==> config.mk <==
export PLATFORM = sky130hd
export DESIGN_NAME = nes_joypad_port_flat
export DESIGN_NICKNAME = d
export VERILOG_FILES = /design/src/rtl/nes_joypad_port_if.sv /design/src/rtl/nes_joypad_port.sv /design/src/flat_wrapper.sv
export SDC_FILE = /design/constraint.sdc
export NUM_CORES = 1
export LEC_CHECK = 0
export ABC_AREA = 1
export BUFFER_PORTS_ARGS = -buffer_cell sky130_fd_sc_hd__buf_2
export CAP_MARGIN = 5
export CORE_MARGIN = 5
export CORE_UTILIZATION = 38
export CTS_CLUSTER_DIAMETER = 200
export DETAILED_ROUTE_END_ITERATION = 8
export GPL_ROUTABILITY_DRIVEN = 0
export PLACE_DENSITY_LB_ADDON = 0.25
export SLEW_MARGIN = 20
export SYNTH_ARGS = -nofsm -noshare
export SYNTH_HDL_FRONTEND = slang
export SYNTH_SLANG_ARGS = --single-unit
==> constraint.sdc <==
create_clock -name clk -period 7 [get_ports clk]
set_clock_uncertainty 0.15 [all_clocks]
set_input_delay 1.05 -clock clk [delete_from_list [all_inputs] [get_ports clk]]
set_output_delay 1.05 -clock clk [all_outputs]
set_load 0.01 [all_outputs]
==> src/rtl/nes_joypad_port_if.sv <==
// NES joypad serial bus: strobe and per-port read clocks from the console,
// one serial data bit per port back from the joypad port.
interface nes_joypad_port_if;
  logic       joypad_strobe;
  logic [1:0] joypad_clock;
  logic [1:0] joypad_data;

  // Console side drives strobe/clock and samples data.
  modport master (
    output joypad_strobe,
    output joypad_clock,
    input  joypad_data
  );

  // Joypad port side samples strobe/clock and drives data.
  modport slave (
    input  joypad_strobe,
    input  joypad_clock,
    output joypad_data
  );
endinterface

==> src/rtl/nes_joypad_port.sv <==
// nes_joypad_port: turns raw DualShock button bytes for two players into the
// NES $4016/$4017 serial joypad protocol. Raw bytes arrive from the slow
// controller clock domain, so each bit is double-flopped, then the 16-bit
// word is debounced, mapped to the NES button set with opposite-direction
// suppression, and served through 8-bit read shift registers that fill
// with ones once all eight buttons have been read.
//
// Optional build macro JOYPAD_TURBO_EN: adds a free-running turbo phase;
// Triangle then acts as turbo A and Square as turbo B. Without the macro
// no turbo logic exists and Triangle/Square are ignored.
module nes_joypad_port #(
  parameter int STABLE_CYCLES = 1024,
  parameter int TURBO_DIV     = 630000
) (
  input  logic             clk,
  input  logic             reset,
  input  logic [7:0]       joy_p1_b0,
  input  logic [7:0]       joy_p1_b1,
  input  logic [7:0]       joy_p2_b0,
  input  logic [7:0]       joy_p2_b1,
  nes_joypad_port_if.slave joy_bus,
  output logic [7:0]       btn_p1,
  output logic [7:0]       btn_p2
);

  localparam int CNT_W = (STABLE_CYCLES > 1) ? $clog2(STABLE_CYCLES) : 1;
  localparam logic [CNT_W-1:0] CNT_MAX = CNT_W'(STABLE_CYCLES - 1);

  // Reject parameter values that would make the debounce or turbo divider meaningless.
  if (STABLE_CYCLES < 2 || TURBO_DIV < 1) begin : g_param_check
    $error("nes_joypad_port: STABLE_CYCLES must be >= 2 and TURBO_DIV >= 1");
  end

  // Map an active-low DualShock word to active-high NES {R,L,D,U,St,Se,B,A},
  // clearing both members of any opposite-direction pair held together.
  function automatic logic [7:0] map_buttons(input logic [7:0] b0, input logic [7:0] b1);
    logic r, l, d, u;
    r = ~b0[5];
    l = ~b0[7];
    d = ~b0[6];
    u = ~b0[4];
    if (r && l) begin
      r = 1'b0;
      l = 1'b0;
    end else begin
      r = r;
      l = l;
    end
    if (u && d) begin
      u = 1'b0;
      d = 1'b0;
    end else begin
      u = u;
      d = d;
    end
    return {r, l, d, u, ~b0[3], ~b0[0], ~b1[6], ~b1[5]};
  endfunction

  logic [1:0][15:0]      raw_s;
  logic [1:0][15:0]      sync1_q, sync2_q, prev_q;
  logic [1:0][15:0]      prev_d;
  logic [1:0][CNT_W-1:0] cnt_q, cnt_d;
  logic [1:0]            commit_s;
  logic [1:0][7:0]       base_q, base_d;
  logic [1:0][7:0]       btn_q, btn_d;
  logic [1:0]            last_clk_q, last_clk_d;
  logic [1:0][7:0]       shreg_q, shreg_d;
  logic [1:0][3:0]       rdcnt_q, rdcnt_d;

  assign raw_s[0] = {joy_p1_b1, joy_p1_b0};
  assign raw_s[1] = {joy_p2_b1, joy_p2_b0};

  // Two-flop synchronisers for the raw bytes; reset to all-ones (released).
  always_ff @(posedge clk or posedge reset) begin
    if (reset) begin
      sync1_q <= {2{16'hFFFF}};
      sync2_q <= {2{16'hFFFF}};
    end else begin
      sync1_q <= raw_s;
      sync2_q <= sync1_q;
    end
  end

  // Debounce: restart on any word change, saturate, commit the mapped word on reaching the limit.
  always_comb begin
    prev_d   = sync2_q;
    cnt_d    = cnt_q;
    commit_s = 2'b00;
    base_d   = base_q;
    for (int p = 0; p < 2; p++) begin
      if (sync2_q[p] != prev_q[p]) begin
        cnt_d[p] = {CNT_W{1'b0}};
      end else if (cnt_q[p] == CNT_MAX) begin
        cnt_d[p] = CNT_MAX;
      end else begin
        cnt_d[p] = cnt_q[p] + CNT_W'(1);
      end
      commit_s[p] = (cnt_d[p] == CNT_MAX);
      if (commit_s[p]) begin
        base_d[p] = map_buttons(sync2_q[p][7:0], sync2_q[p][15:8]);
      end else begin
        base_d[p] = base_q[p];
      end
    end
  end

  // Debounce state and committed button words.
  always_ff @(posedge clk or posedge reset) begin
    if (reset) begin
      prev_q <= {2{16'hFFFF}};
      cnt_q  <= '0;
      base_q <= '0;
      btn_q  <= '0;
    end else begin
      prev_q <= prev_d;
      cnt_q  <= cnt_d;
      base_q <= base_d;
      btn_q  <= btn_d;
    end
  end

`ifdef JOYPAD_TURBO_EN
  localparam int TDIV_W = (TURBO_DIV > 1) ? $clog2(TURBO_DIV) : 1;
  localparam logic [TDIV_W-1:0] TDIV_MAX = TDIV_W'(TURBO_DIV - 1);

  logic [TDIV_W-1:0] turbo_cnt_q, turbo_cnt_d;
  logic              turbo_phase_q, turbo_phase_d;
  logic [1:0][1:0]   treq_q, treq_d;

  // Free-running turbo divider plus the committed Square/Triangle requests per player.
  always_comb begin
    if (turbo_cnt_q == TDIV_MAX) begin
      turbo_cnt_d   = {TDIV_W{1'b0}};
      turbo_phase_d = ~turbo_phase_q;
    end else begin
      turbo_cnt_d   = turbo_cnt_q + TDIV_W'(1);
      turbo_phase_d = turbo_phase_q;
    end
    treq_d = treq_q;
    btn_d  = base_d;
    for (int p = 0; p < 2; p++) begin
      if (commit_s[p]) begin
        treq_d[p] = {~sync2_q[p][15], ~sync2_q[p][12]};
      end else begin
        treq_d[p] = treq_q[p];
      end
      btn_d[p] = base_d[p] | {6'b000000, treq_d[p][1] & turbo_phase_d,
                                         treq_d[p][0] & turbo_phase_d};
    end
  end

  // Turbo divider, phase and request registers.
  always_ff @(posedge clk or posedge reset) begin
    if (reset) begin
      turbo_cnt_q   <= {TDIV_W{1'b0}};
      turbo_phase_q <= 1'b0;
      treq_q        <= '0;
    end else begin
      turbo_cnt_q   <= turbo_cnt_d;
      turbo_phase_q <= turbo_phase_d;
      treq_q        <= treq_d;
    end
  end
`else
  // Without turbo the published buttons are exactly the committed mapping.
  always_comb begin
    btn_d = base_d;
  end
`endif

  // Read side: strobe reloads continuously; a falling read clock shifts in a one.
  always_comb begin
    last_clk_d = joy_bus.joypad_clock;
    shreg_d    = shreg_q;
    rdcnt_d    = rdcnt_q;
    for (int i = 0; i < 2; i++) begin
      if (joy_bus.joypad_strobe) begin
        shreg_d[i] = btn_q[i];
        rdcnt_d[i] = 4'd0;
      end else if (last_clk_q[i] && !joy_bus.joypad_clock[i]) begin
        shreg_d[i] = {1'b1, shreg_q[i][7:1]};
        if (rdcnt_q[i] == 4'd8) begin
          rdcnt_d[i] = 4'd8;
        end else begin
          rdcnt_d[i] = rdcnt_q[i] + 4'd1;
        end
      end else begin
        shreg_d[i] = shreg_q[i];
        rdcnt_d[i] = rdcnt_q[i];
      end
    end
  end

  // Read clock history, shift registers and read counters.
  always_ff @(posedge clk or posedge reset) begin
    if (reset) begin
      last_clk_q <= 2'b00;
      shreg_q    <= '0;
      rdcnt_q    <= '0;
    end else begin
      last_clk_q <= last_clk_d;
      shreg_q    <= shreg_d;
      rdcnt_q    <= rdcnt_d;
    end
  end

  assign joy_bus.joypad_data = {shreg_q[1][0], shreg_q[0][0]};
  assign btn_p1              = btn_q[0];
  assign btn_p2              = btn_q[1];

endmodule

==> src/flat_wrapper.sv <==
// flat-port wrapper written by rule: the top's interface ports become plain ports
module nes_joypad_port_flat 
#(
  parameter int STABLE_CYCLES = 1024,
  parameter int TURBO_DIV     = 630000
)
  (clk, reset, joy_p1_b0, joy_p1_b1, joy_p2_b0, joy_p2_b1, btn_p1, btn_p2, joy_bus_joypad_strobe, joy_bus_joypad_clock, joy_bus_joypad_data);
  nes_joypad_port_if joy_bus_i ();
  input  logic clk;
  input  logic reset;
  input  logic [7:0] joy_p1_b0;
  input  logic [7:0] joy_p1_b1;
  input  logic [7:0] joy_p2_b0;
  input  logic [7:0] joy_p2_b1;
  output logic [7:0] btn_p1;
  output logic [7:0] btn_p2;
  input wire logic [$bits(joy_bus_i.joypad_strobe)-1:0] joy_bus_joypad_strobe;
  input wire logic [$bits(joy_bus_i.joypad_clock)-1:0] joy_bus_joypad_clock;
  output wire logic [$bits(joy_bus_i.joypad_data)-1:0] joy_bus_joypad_data;
  assign joy_bus_i.joypad_strobe = joy_bus_joypad_strobe;
  assign joy_bus_i.joypad_clock = joy_bus_joypad_clock;
  assign joy_bus_joypad_data = joy_bus_i.joypad_data;
  nes_joypad_port #(.STABLE_CYCLES(STABLE_CYCLES), .TURBO_DIV(TURBO_DIV)) u_core (.clk(clk), .reset(reset), .joy_p1_b0(joy_p1_b0), .joy_p1_b1(joy_p1_b1), .joy_p2_b0(joy_p2_b0), .joy_p2_b1(joy_p2_b1), .joy_bus(joy_bus_i), .btn_p1(btn_p1), .btn_p2(btn_p2));
endmodule
==> flow_summary.ini <==
[clocking]
path_clk_slew_ns = 0.06
clockRootBuffer = clkbuf_16
clock_path_buffers = 2
cts_sinks = 150
cts_setup_buffers = 0
cts_resized = 0
htreeDepth = 4
tritoncts = built
worstSkewPairLatency_ns = 0.42
numCtsBuffers = 17
hold_buffers = 0

[detailed_routing]
wl_per_cell_um = 13.00
wirelength_mm = 10.04
route.antenna.remaining_nets = 0
drt_first_pass_iters = 4
drt_iter0_drc = 190
drc = 0
vias_per_cell = 4.601
route.vias.total = 3552

[critical_path]
timing.rr.start = u_core.cnt_q[0]
worstReg2RegEnd = u_core.base_q[0]
critPathLaunchType = register
r2r_setup_slack_ns = 4.71
worst-setup-path-type = reg -> reg
cp-endpoint = u_core.base_q[0]
cp-startpoint = u_core.cnt_q[0]
worstPathMaxFanout = 11
endpoint_kind = register
ff2ff_path_depth = 9
cp.required_ns = 7.16
cp.arrival_ns = 2.45

[cells_and_area]
antennaDiodeCount = 0
multi_input_area_um2 = 1526
layout-drive-gt1-share = 0.3486
areaGrowthSynthToFinish_pct = 18.84
final_cell_area_um2 = 6741
instances_no_fill = 772
nets = 614
seq_area_um2 = 3874
utilization = 0.4621
fillers = 1285

[floorplanning]
dieHeight_um = 132.2
die-area_um2 = 17470
num_rows = 44
die_w_um = 132.2
ios = 55
core_area_um2 = 14590
initial_core_util = 0.3889

[placement]
dp.cells = 740
portBuffers = 54
postPlaceCellArea_um2 = 6137
hpwlAfterDp_mm = 7.027

[synth]
synth_area_um2 = 5673
yosys.area.top_type = dfstp_2
ys_seq_area_frac = 0.6828
synth-seq-cells = 150
synth_edf_count = 0
synth_top_family_by_area = simple AND/OR/NAND/NOR gates
synthXorXnorAreaFrac = 0.03860
syn_nets = 547
synth_common_cells = nand2_1 (113), dfstp_2 (96), inv_1 (55), nor2_1 (55), dfrtp_1 (54)
syn_avg_cell_area_um2 = 11.17
synthSimpleGateAreaFrac = 0.1811
synthAdderAreaFrac = 0.004411
netlist-cell-type-count = 33
synth_top_area_frac = 0.4446
synthCells = 508
synth_most_common_cell = nand2_1
synth-compound-area-share = 0.04499
synth.area.mux_share = 0
ys_warn_count = 0
synth_area_leaders = dfstp_2 (44%), dfrtp_1 (24%), nand2_1 (7.5%), inv_1 (3.6%), nor2_1 (3.6%)
dominantRegCellSynth = dfstp_2
synthArstFlopShare = 1.000

[sta]
tightest_slew_ns = 0.7688
setup_tns_ns = 0
min_period_over_period = 0.3271
layout_min_cycle_time_ns = 2.290
fmax_mhz = 436.7
finalHoldViolations = 0
setup_viol = 0
rsz0062_at_grt = false
finalMaxSlewViolations = 0
relSlewSlack = 0.4875

[pwr]
p_leak_nw = 3.204
power.density_nw_per_um2 = 284.5
pwr-share-clk = 0.470
swShare = 0.2177
p_int_mw = 1.501
power_frac_comb = 0.036
p_seq_frac = 0.494
vdd_drop_max_mv = 0.1783
p_sw_mw = 0.4176

[min_path]
hp-start = u_core.sync1_q[26]
hp-class = reg -> reg

[global_routing]
grt_pass1_wl_mm = 17.13
gr-total-overflow = 0
grt_usage = 0.1233
grt_pass1_vias = 3618
antenna_found_initial = 0
grt_max_degree = 91

[run]
cap_violations = 0

[run_status]
status = finished, final reports clean
## layout make-up
type	instances	area share
inverter	59	0.03396
sequential	150	0.5746
clock buffer	21	0.07313
clock inverter	11	0.01652
timing repair buffer	55	0.04120
multi-input combinational	292	0.2264
tap	184	0.03415
## state kept, by name, summed over array words and instances, names as in the netlist
name                        cells
u_core.base_q                  16
u_core.cnt_q                   20
u_core.joy_bus.joypad_data      2
u_core.last_clk_q               2
u_core.prev_d                  32
u_core.prev_q                  32
u_core.shreg_q                 14
u_core.sync1_q                 32
## kinds of logic after synthesis
group | Yosys count
AND/OR/NAND/NOR | 219
flip-flops | 150
buffers and inverters | 66
AO/OA/AOI/OAI | 46
XOR/XNOR | 25
adder cells (fa/ha/maj) | 2
## power by group through the flow
stage | Combinational [mW] | Clock, mW | Sequential, mW
CTS | 0.0726 | 0.926 | 0.948
detailed placement | 0.0719 | 0 | 0.961
global route | 0.0820 | 0.968 | 0.952
floorplan | 0.0497 | 0 | 0.955
finish | 0.0698 | 0.901 | 0.947
global placement | 0.0696 | 0 | 0.959
## placed cells by master, fill, tap and decap left out, drive strengths merged, types with 4 or more instances in the layout
cell / instances
nand2: 115
clkinv: 6
a31oi: 9
dfstp: 96
buf: 55
o22ai: 4
clkbuf: 21
inv: 62
a21oi: 16
xor2: 8
nor2: 62
nand3: 14
xnor2: 17
o21ai: 14
nand4: 23
dfrtp: 54
## stage by stage
step	hold slack, ns	power [mW]	worst slack, ns
after global routing	0.2038	2.002	4.415
final	0.2023	1.918	4.710
after floorplan	0.1952	1.005	1.922
after global placement	0.1954	1.028	4.358
after CTS	0.2036	1.946	4.696
after detailed placement	0.1968	1.033	4.327
## metal layers
metal,part of all wire,vias up,global-route usage
li1,-,1746,-
met1,0.45,1718,0.1509
met2,0.48,78,0.1915
met3,0.058,10,0.05687
met4,0.012,0,0.04695
met5,0,-,0
## worst min-delay path by stage
stage / endpoint / cells after the start
final: u_core.prev_d[26] / 0
after global routing: u_core.prev_d[6] / 0
after floorplan: u_core.prev_d[0] / 0
after detailed placement: u_core.prev_d[16] / 0
after CTS: u_core.prev_d[26] / 0
after global placement: u_core.prev_d[25] / 0
## critical path: stages, from the launching register on
cell      delay [ns]
dfrtp_1         0.40
ha_1            0.25
nand2_2         0.09
nor3_4          0.26
nand3b_2        0.26
and3_2          0.33
nor2_8          0.18
nand3_4         0.13
nand2_1         0.08
nand2_1         0.05
Note: power is estimated with default switching activity, not from simulation.
